`src/rtl/uart_boot_loader.sv`:
```
// ============================================================================
// uart_boot_loader
// ----------------------------------------------------------------------------
// Receives a program image over a UART line and writes it into a 16-bit-wide
// program memory. It holds the CPU off (boot_mode=1) until a full frame with
// a matching checksum has been written.
//
// Frame: 0x55, N (word count 1..255), N x {lo, hi}, checksum
//        checksum = 8-bit sum of the 2N data bytes.
//
// Ports
//   clk        in   system clock, all logic on its rising edge
//   rst_n      in   synchronous active-low reset
//   uart_rx    in   asynchronous serial input, idle high, 8N1, LSB first
//   mem_ce     out  memory chip enable, tied high
//   mem_wre    out  one-cycle write strobe per received word
//   mem_ad     out  write address (word index within the frame)
//   mem_din    out  write data {hi, lo}
//   boot_mode  out  high while loading; drops on a successful load
//   boot_done  out  one-cycle pulse on a successful load
//   boot_err   out  sticky error flag, cleared only by reset
// ============================================================================
module uart_boot_loader #(
    parameter int CLK_HZ       = 27000000,
    parameter int BAUD         = 115200,
    parameter int ADDR_W       = 11,
    parameter int TIMEOUT_CLKS = 27000000
) (
    input  logic              clk,
    input  logic              rst_n,
    input  logic              uart_rx,
    output logic              mem_ce,
    output logic              mem_wre,
    output logic [ADDR_W-1:0] mem_ad,
    output logic [15:0]       mem_din,
    output logic              boot_mode,
    output logic              boot_done,
    output logic              boot_err
);

    localparam int CLKS_PER_BIT = CLK_HZ / BAUD;
    localparam int HALF_BIT     = CLKS_PER_BIT / 2;
    localparam int CNT_W        = $clog2(CLKS_PER_BIT + 1);
    localparam int TO_W         = $clog2(TIMEOUT_CLKS + 1);

    localparam logic [CNT_W-1:0] BIT_LAST  = CNT_W'(CLKS_PER_BIT - 1);
    localparam logic [CNT_W-1:0] HALF_LAST = CNT_W'(HALF_BIT - 1);
    localparam logic [TO_W-1:0]  TO_MAX    = TO_W'(TIMEOUT_CLKS);

    typedef enum logic [1:0] {
        RX_IDLE,
        RX_START,
        RX_DATA,
        RX_STOP
    } rx_state_t;

    typedef enum logic [2:0] {
        S_WAIT_SYNC,
        S_GET_LEN,
        S_GET_LO,
        S_GET_HI,
        S_GET_SUM,
        S_DONE
    } frame_state_t;

    // ------------------------------------------------------------------------
    // Input synchronizer and falling-edge detect
    // ------------------------------------------------------------------------
    logic r_rx_meta;
    logic r_rx_sync;
    logic r_rx_prev;
    logic w_rx_fall;

    // NOTE: the first flop may go metastable; only r_rx_sync is ever used.
    // Reset to the idle (high) level so a reset never looks like a start bit.
    always_ff @(posedge clk) begin
        if (!rst_n) begin
            r_rx_meta <= 1'b1;
            r_rx_sync <= 1'b1;
            r_rx_prev <= 1'b1;
        end else begin
            r_rx_meta <= uart_rx;
            r_rx_sync <= r_rx_meta;
            r_rx_prev <= r_rx_sync;
        end
    end

    assign w_rx_fall = r_rx_prev & ~r_rx_sync;

    // ------------------------------------------------------------------------
    // Byte receiver
    // ------------------------------------------------------------------------
    rx_state_t        r_rx_state;
    logic [CNT_W-1:0] r_clk_cnt;
    logic [2:0]       r_bit_idx;
    logic [7:0]       r_shift;
    logic [7:0]       r_byte;
    logic             r_byte_vld;
    logic             r_stop_err;

    // NOTE: every sequential block uses non-blocking assignments so that all
    // registers update together from the values present before the edge.
    always_ff @(posedge clk) begin
        if (!rst_n) begin
            r_rx_state <= RX_IDLE;
            r_clk_cnt  <= '0;
            r_bit_idx  <= '0;
            r_shift    <= '0;
            r_byte     <= '0;
            r_byte_vld <= 1'b0;
            r_stop_err <= 1'b0;
        end else begin
            r_byte_vld <= 1'b0;
            r_stop_err <= 1'b0;
            case (r_rx_state)
                RX_IDLE: begin
                    r_clk_cnt <= '0;
                    if (w_rx_fall) begin
                        r_rx_state <= RX_START;
                    end
                end
                RX_START: begin
                    // Mid-start re-check: a line that is high again was a glitch.
                    if (r_clk_cnt == HALF_LAST) begin
                        r_clk_cnt  <= '0;
                        r_bit_idx  <= '0;
                        r_rx_state <= r_rx_sync ? RX_IDLE : RX_DATA;
                    end else begin
                        r_clk_cnt <= r_clk_cnt + 1'b1;
                    end
                end
                RX_DATA: begin
                    if (r_clk_cnt == BIT_LAST) begin
                        r_clk_cnt <= '0;
                        r_shift   <= {r_rx_sync, r_shift[7:1]};
                        r_bit_idx <= r_bit_idx + 1'b1;
                        if (r_bit_idx == 3'd7) begin
                            r_rx_state <= RX_STOP;
                        end
                    end else begin
                        r_clk_cnt <= r_clk_cnt + 1'b1;
                    end
                end
                RX_STOP: begin
                    if (r_clk_cnt == BIT_LAST) begin
                        r_clk_cnt  <= '0;
                        r_rx_state <= RX_IDLE;
                        if (r_rx_sync) begin
                            r_byte     <= r_shift;
                            r_byte_vld <= 1'b1;
                        end else begin
                            r_stop_err <= 1'b1;
                        end
                    end else begin
                        r_clk_cnt <= r_clk_cnt + 1'b1;
                    end
                end
                default: r_rx_state <= RX_IDLE;
            endcase
        end
    end

    // ------------------------------------------------------------------------
    // Frame FSM with registered memory and status outputs
    // ------------------------------------------------------------------------
    frame_state_t      r_state;
    logic [7:0]        r_len;
    logic [8:0]        r_word_idx;
    logic [7:0]        r_lo_byte;
    logic [7:0]        r_sum;
    logic [TO_W-1:0]   r_to_cnt;
    logic              r_mem_wre;
    logic [ADDR_W-1:0] r_mem_ad;
    logic [15:0]       r_mem_din;
    logic              r_boot_mode;
    logic              r_boot_done;
    logic              r_boot_err;
    logic [8:0]        w_next_idx;

    // Nine bits so that N=255 still compares correctly after the last word.
    assign w_next_idx = r_word_idx + 9'd1;

    always_ff @(posedge clk) begin
        if (!rst_n) begin
            r_state     <= S_WAIT_SYNC;
            r_len       <= '0;
            r_word_idx  <= '0;
            r_lo_byte   <= '0;
            r_sum       <= '0;
            r_to_cnt    <= '0;
            r_mem_wre   <= 1'b0;
            r_mem_ad    <= '0;
            r_mem_din   <= '0;
            r_boot_mode <= 1'b1;
            r_boot_done <= 1'b0;
            r_boot_err  <= 1'b0;
        end else begin
            r_mem_wre   <= 1'b0;
            r_boot_done <= 1'b0;

            // Inter-byte gap counter, live only inside a frame; saturates.
            if (r_state == S_WAIT_SYNC || r_state == S_DONE || r_byte_vld) begin
                r_to_cnt <= '0;
            end else if (r_to_cnt != TO_MAX) begin
                r_to_cnt <= r_to_cnt + 1'b1;
            end

            if (r_state != S_DONE) begin
                if (r_stop_err) begin
                    r_boot_err <= 1'b1;
                    r_state    <= S_WAIT_SYNC;
                end else if (r_byte_vld) begin
                    case (r_state)
                        S_WAIT_SYNC: begin
                            if (r_byte == 8'h55) begin
                                r_sum      <= '0;
                                r_word_idx <= '0;
                                r_state    <= S_GET_LEN;
                            end
                        end
                        S_GET_LEN: begin
                            if (r_byte == 8'h00) begin
                                r_boot_err <= 1'b1;
                                r_state    <= S_WAIT_SYNC;
                            end else begin
                                r_len   <= r_byte;
                                r_state <= S_GET_LO;
                            end
                        end
                        S_GET_LO: begin
                            r_lo_byte <= r_byte;
                            r_sum     <= r_sum + r_byte;
                            r_state   <= S_GET_HI;
                        end
                        S_GET_HI: begin
                            r_mem_wre  <= 1'b1;
                            r_mem_ad   <= ADDR_W'(r_word_idx);
                            r_mem_din  <= {r_byte, r_lo_byte};
                            r_sum      <= r_sum + r_byte;
                            r_word_idx <= w_next_idx;
                            r_state    <= (w_next_idx == {1'b0, r_len}) ? S_GET_SUM : S_GET_LO;
                        end
                        S_GET_SUM: begin
                            if (r_byte == r_sum) begin
                                r_boot_mode <= 1'b0;
                                r_boot_done <= 1'b1;
                                r_state     <= S_DONE;
                            end else begin
                                // Words already written stay in memory.
                                r_boot_err <= 1'b1;
                                r_state    <= S_WAIT_SYNC;
                            end
                        end
                        default: r_state <= S_WAIT_SYNC;
                    endcase
                end else if (r_state != S_WAIT_SYNC && r_to_cnt == TO_MAX) begin
                    r_boot_err <= 1'b1;
                    r_state    <= S_WAIT_SYNC;
                end
            end
        end
    end

    assign mem_ce    = 1'b1;
    assign mem_wre   = r_mem_wre;
    assign mem_ad    = r_mem_ad;
    assign mem_din   = r_mem_din;
    assign boot_mode = r_boot_mode;
    assign boot_done = r_boot_done;
    assign boot_err  = r_boot_err;

endmodule

```
`config.mk`:
```
export PLATFORM = sky130hd
export DESIGN_NAME = uart_boot_loader
export DESIGN_NICKNAME = d
export VERILOG_FILES = /design/src/rtl/uart_boot_loader.sv
export SDC_FILE = /design/constraint.sdc
export NUM_CORES = 1
export LEC_CHECK = 0
export ABC_AREA = 1
export CAP_MARGIN = 20
export CORE_ASPECT_RATIO = 0.7
export CORE_MARGIN = 2
export CORE_UTILIZATION = 36
export CTS_CLUSTER_SIZE = 25
export DETAILED_ROUTE_END_ITERATION = 16
export PLACE_DENSITY = 0.51
export SLEW_MARGIN = 20
export SYNTH_ARGS = -nofsm -noshare
export SYNTH_HDL_FRONTEND = slang
export SYNTH_SLANG_ARGS = --single-unit
```
`constraint.sdc`:
```
create_clock -name clk -period 2.22 [get_ports clk]
set_clock_uncertainty 0.05 [all_clocks]
set_input_delay 0.333 -clock clk [delete_from_list [all_inputs] [get_ports clk]]
set_output_delay 0.333 -clock clk [all_outputs]
set_load 0.05 [all_outputs]
```
# After elaboration in Yosys (flattened, before gate mapping)
# Cells that the tools add are included.
[word_totals]
reg_bits = 124
elab_cells = 126
in_bits = 3
[classes]
bitwise = 8
n_reduce_logical = 29
addsub = 5
eq_ne = 27
mux = 35
[ops]
columns = ["cell", "n"]
rows = [
  ["$reduce_and 5->1", 6],
  ["$add 25x1->25 const B", 1],
  ["$eq 25x25->1 const B", 1],
  ["$ne 25x25->1 const B", 1],
  ["$mux 3", 8],
  ["$mux 8", 3],
  ["$pmux 8 s3", 1],
  ["$pmux 9 s2", 1],
  ["$eq 8x7->1 const B", 2],
  ["$pmux 8 s2", 1],
  ["$pmux 3 s5", 1],
  ["$mux 2", 7],
  ["$reduce_and 3->1", 4],
  ["$ne 2x2->1 const B", 5],
  ["$add 9x1->9 const B", 1],
  ["$eq 3x3->1 const B", 3],
  ["$eq 9x8->1", 1],
  ["$mux 1", 9],
  ["$mux 9", 1],
  ["$add 8x1->8 const B", 1],
  ["$add 8x8->8", 1],
  ["$eq 8x8->1", 1],
  ["$eq 8x8->1 const B", 1],
  ["$logic_not 8->1", 1],
  ["26 further kinds", 42],
]

# Logic depth before layout (Yosys ltp)
# Gate-level depths: netlist of run 1.
[logic_depth]
depth_word = 6
depth_mapped = 14

# Worst setup path after synthesis of run 1
# OpenSTA, ideal clock, no wires.
[synth_timing]
path_type = "reg-to-reg"
start = "register r_byte[0]"
end = "register r_sum[6]"
slack_ns = 0.299
arrival_time_ns = 1.801
stages_incl_launch_ff = 13
path_buffers = 0
synth_period_minus_slack_ns = 1.921
required_time_ns = 2.100
setup_time_ns = 0.070
cell_sequence = "dfxtp_1 > ha_1 > fa_1 > nand2_1 > inv_1 > o21ai_0 > nand2_1 > nand2_1 > nand2_1 > a21oi_1 > xor2_1 > nand2_1 > a21oi_1"
[synth_via]
elab_chain_cells = 3
elab_cells_between_ends = 5
cone_classes = "1 x add/sub; 2 x eq/ne; 1 x mux; 1 x reduce/logical"
[synth_rtl]
columns = ["element", "line", "source"]
rows = [
  ["start, declared", "97", "logic [7:0] r_byte;"],
  ["start signal, assigned", "149", "r_byte <= r_shift;"],
  ["branches (longest 3 deep; another with $add 8x8->8)", "n/a", ""],
  ["end signal, assigned", "232", "r_sum <= r_sum + r_byte;"],
  ["end signal, assigned", "239", "r_sum <= r_sum + r_byte;"],
  ["end, declared", "170", "logic [7:0] r_sum;"],
]
# Parallel ways; which one is timed is not known.
# A chain may end at the register's enable or synchronous reset.

# Worst setup path in the final report of run 1
[layout_timing]
start = "register r_byte[3]"
end = "register r_boot_err, in the netlist boot_err"
[layout_via]
elab_chain_cells = 3
elab_cells_between_ends = 5
cone_classes = "3 x eq/ne; 2 x reduce/logical"
[layout_rtl]
columns = ["element", "line", "source"]
rows = [
  ["$eq 8x8->1 / $logic_not 8->1 (equally long branches)", "244, 222", ""],
  ["$ne 4x4->1 (no source line)", "n/a", ""],
  ["$reduce_and 5->1 (no source line) (*)", "n/a", ""],
  ["end signal, assigned", "223", "r_boot_err <= 1'b1;"],
  ["end signal, assigned", "250", "r_boot_err <= 1'b1;"],
  ["end signal, assigned", "257", "r_boot_err <= 1'b1;"],
  ["end, declared", "177", "logic r_boot_err;"],
]
# Every way passes the cells marked *; elsewhere a longest branch is shown, timed or not.

==> flow_summary.ini, run 1 <==
[global_route]
wire_length_of_the_first_global_routing_pass_mm = 23.52
sum_of_overflow_across_all_layers_after_global_routing = 0
global_routing_usage_summed_across_all_routing_layers_pct = 17.74
number_of_global_route_vias_before_repair = 4785
number_of_antenna_violations_at_the_first_check_in_global_routing = 0
grt_max_degree = 50

[layout]
share_of_post_route_cells_with_drive_strength_above_1_pct = 11.67
final_net_count = 837
final_area_sq_mm = 0.006907
final.fill_count = 1524
antenna-diode-count = 0
layout.core_utilization_pct = 44.56
post_layout_nonfiller_instances = 1031
area_growth_syn_to_layout_pct = 21.21

[worst_setup_path]
critPathCaptureType = register
cp_slowest_cell = sky130_fd_sc_hd__dfxtp_1
worst_path_largest_cell_delay_ns = 0.49
worst_r2r_path_cells = 8
crit_path_max_fanout = 6
cp-start-kind = register
cp_data_required_time_ns = 2.47
worst_setup_path_type = reg -> reg
worstPathCellList = ha_1 -> or2_2 -> nor4_1 -> nand2_1 -> nand3_1 -> nand2_1 -> nand3_1 -> a21oi_1
cp_data_arrival_time_ns = 2.31

[timing]
finalCritPeriodShare_pct = 92.77
slew_headroom_pct = 63.70
layout_setup_ws_ns = 0.1606
tns_ns = 0
setup_repair_after_global_routing_missed_its_margin = false
setup_viol = 0
worst_pin_slew_ns = 0.5428
finalHoldViolations = 0
finalMaxSlewViolations = 0
post-route-min-period_ns = 2.059
timing.fmax_ghz = 0.4856

[logic_synthesis]
yosys_warnings = 0
count_of_flip_flops_with_a_built_in_enable_after_synthesis = 0
seq_area_frac_synth_pct = 43.57
yosys_most_used_dff = sky130_fd_sc_hd__dfxtp_1
synth.ff_latch_count = 124
synth_async_sr_flop_share_pct = 0
yosysUniqueCellTypes = 44
syn-instance-count = 771
avgSynthCellArea_sq_um = 7.390
post_synth_instance_area_sq_mm = 0.005698

[job]
timing.max_cap.violations = 0

[floorplanning]
boundaryPins = 35
die_h_um = 109.3
floorplan.rows = 38
die_footprint_sq_mm = 0.01687
floorplan_core_area_sq_mm = 0.01550
die_width_um = 154.4
initial_utilization_pct = 36.76

[placed_design]
gp_routability_congestion = 0.8170
pre_cts_slack_ns = 0.1354
io_buffers = 31
placed_cell_area_sq_mm = 0.006295
dp.cells = 999
dp.final_hpwl_mm = 10.09

[drt]
totalWireLength_mm = 14.01
via_count = 5033
drc = 0
vias_per_cell = 4.882
routed_wire_length_per_instance_um = 13.59
antenna_violating_nets_post_route = 0
number_of_drc_markers_in_iteration_0 = 325
drt_pass1_iterations = 5

[clock_network]
clk_path_buf_depth = 2
numClockSinks = 124
cts_tree = done
clock_insertion_delay_worst_skew_ns = 0.42
cts.root.buffer_cell = sky130_fd_sc_hd__clkbuf_16
clkTransAtPathRegs_ns = 0.06
cts_max_level = 4
cts_hold_buffers = 0
cts_inserted_buffers = 17

[power]
power_internal_w = 0.004074
reported_leakage_power_nw = 2.768
switchingPower_w = 0.001148
pwr-share-seq_pct = 43.1
irDropWorstVdd_v = 0.0003641
p_per_area_mw_per_mm2 = 756.1
switching_share_pct = 21.98
clock_power_share_pct = 54.6
comb_power_share_pct = 2.3

[worst_hold_path]
hold-path-cell-count = 1
hp-class = reg -> reg

[outcome]
run_status = finished, final reports clean
==> Yosys cell counts, drive strengths merged (7+ instances only) <==
master  instances  area share [%]
nand2         130             8.8
dfxtp         124              44
nor2          109             8.3
inv            94             6.2
a21oi          81             7.3
o21ai          75             6.6
nand3          52             4.8
nor3           17             2.2
ha             15             3.3
buf            14             1.5
nand4          10             1.1
clkbuf          8            0.53
nor4            8            0.99
or2             7            0.77
==> timing repair <==
action / 4_1_cts / 5_1_grt
setup endpoints to repair: 0 / 1
buffers inserted: 0 / 0
resized for setup: 0 / 2
==> state kept, by name, summed over array words and instances, names as in the netlist, 3 cells and up, named ones only <==
register	count
mem_din	16
r_bit_idx	3
r_len	8
r_clk_cnt	8
r_sum	8
r_state	3
r_to_cnt	25
r_word_idx	9
r_shift	8
mem_ad	9
r_byte	8
r_lo_byte	8
==> metal layers <==
metal	wire (um)	share of wire (%)	track usage [%]	vias to the layer above
li1	-	-	-	2619
met1	7607	54	25.30	2291
met2	5621	40	26.27	107
met3	604	4.3	4.332	16
met4	177	1.3	5.952	0
met5	0	0	0	-
==> critical path: cells and delay by family (launching register included) <==
kind | cells | cell delay, ns
compound gates | 1 | 0.06
simple gates | 6 | 0.99
flops | 1 | 0.49
fa+ha+maj | 1 | 0.36
==> area by class of cell <==
| class | instances | area [sq um] | area share [%] |
|---|---|---|---|
| clock buffer | 19 | 442.9 | 6.413 |
| multi-input combinational | 532 | 2755 | 39.89 |
| inverter | 94 | 352.8 | 5.109 |
| tap | 200 | 250.2 | 3.623 |
| sequential | 124 | 2482 | 35.94 |
| clock inverter | 13 | 165.2 | 2.391 |
| timing repair buffer | 49 | 457.9 | 6.630 |
==> logic make-up after synthesis <==
family | Yosys count | synth area share [%]
compound gates | 167 | 15.57
xor+xnor | 10 | 1.537
fa+ha+maj | 16 | 3.645
buf+inv | 116 | 8.213
flops | 124 | 43.57
other cells | 2 | 0.1318
simple gates | 336 | 27.34
==> through the flow <==
step	total power [W]	hold WS, ns
4_1_cts	0.005279	0.3696
6_report	0.005222	0.3640
5_1_grt	0.005413	0.3851
3_3_place_gp	0.002414	0.3597
2_1_floorplan	0.002386	0.3425
3_5_place_dp	0.002419	0.3545
==> placed cells by master, fill, tap and decap left out, types with 4 or more instances in the layout <==
| cell type | instances |
|---|---|
| sky130_fd_sc_hd__or2_2 | 6 |
| sky130_fd_sc_hd__xnor2_1 | 4 |
| sky130_fd_sc_hd__xor2_1 | 6 |
| sky130_fd_sc_hd__nor2_4 | 4 |
| sky130_fd_sc_hd__inv_2 | 14 |
| sky130_fd_sc_hd__nand4_1 | 10 |
| sky130_fd_sc_hd__clkbuf_16 | 17 |
| sky130_fd_sc_hd__buf_4 | 17 |
| sky130_fd_sc_hd__ha_1 | 15 |
| sky130_fd_sc_hd__nor4_1 | 7 |
| sky130_fd_sc_hd__clkdlybuf4s50_1 | 31 |
| sky130_fd_sc_hd__a21oi_1 | 80 |
| sky130_fd_sc_hd__nand3_1 | 49 |
| sky130_fd_sc_hd__nand2_2 | 5 |
| sky130_fd_sc_hd__nor3_1 | 13 |
| sky130_fd_sc_hd__nor2_1 | 97 |
| sky130_fd_sc_hd__inv_1 | 80 |
| sky130_fd_sc_hd__nor2_2 | 7 |
| sky130_fd_sc_hd__o21ai_0 | 58 |
| sky130_fd_sc_hd__nand2_1 | 125 |
| sky130_fd_sc_hd__dfxtp_1 | 124 |
| sky130_fd_sc_hd__clkinvlp_4 | 4 |
| sky130_fd_sc_hd__o21ai_1 | 16 |
==> power by group through the flow <==
stage,logic (W),clock network [W],registers (W)
floorplan,0.0000915,0,0.00229
global placement,0.000118,0,0.00230
detailed placement,0.000122,0,0.00230
CTS,0.000122,0.00291,0.00225
global route,0.000137,0.00303,0.00225
finish,0.000122,0.00285,0.00225
==> worst paths after layout <==
| path | slack, ns | endpoint | start |
|---|---|---|---|
| worst max-delay path | 0.16 | boot_err | r_byte[3] |
| worst min-delay path | 0.36 | r_rx_sync | r_rx_meta |
| worst min register to register | 0.36 | r_rx_sync | r_rx_meta |
| worst max register to register | 0.16 | boot_err | r_byte[3] |
(Power assumes the default switching activity.)
==> run 2: changes to the inputs <==
Settings changed: TNS_END_PERCENT from default to 1.
==> results of run 2 <==
The final DEF is identical to that of run 1; final timing and power are the same.
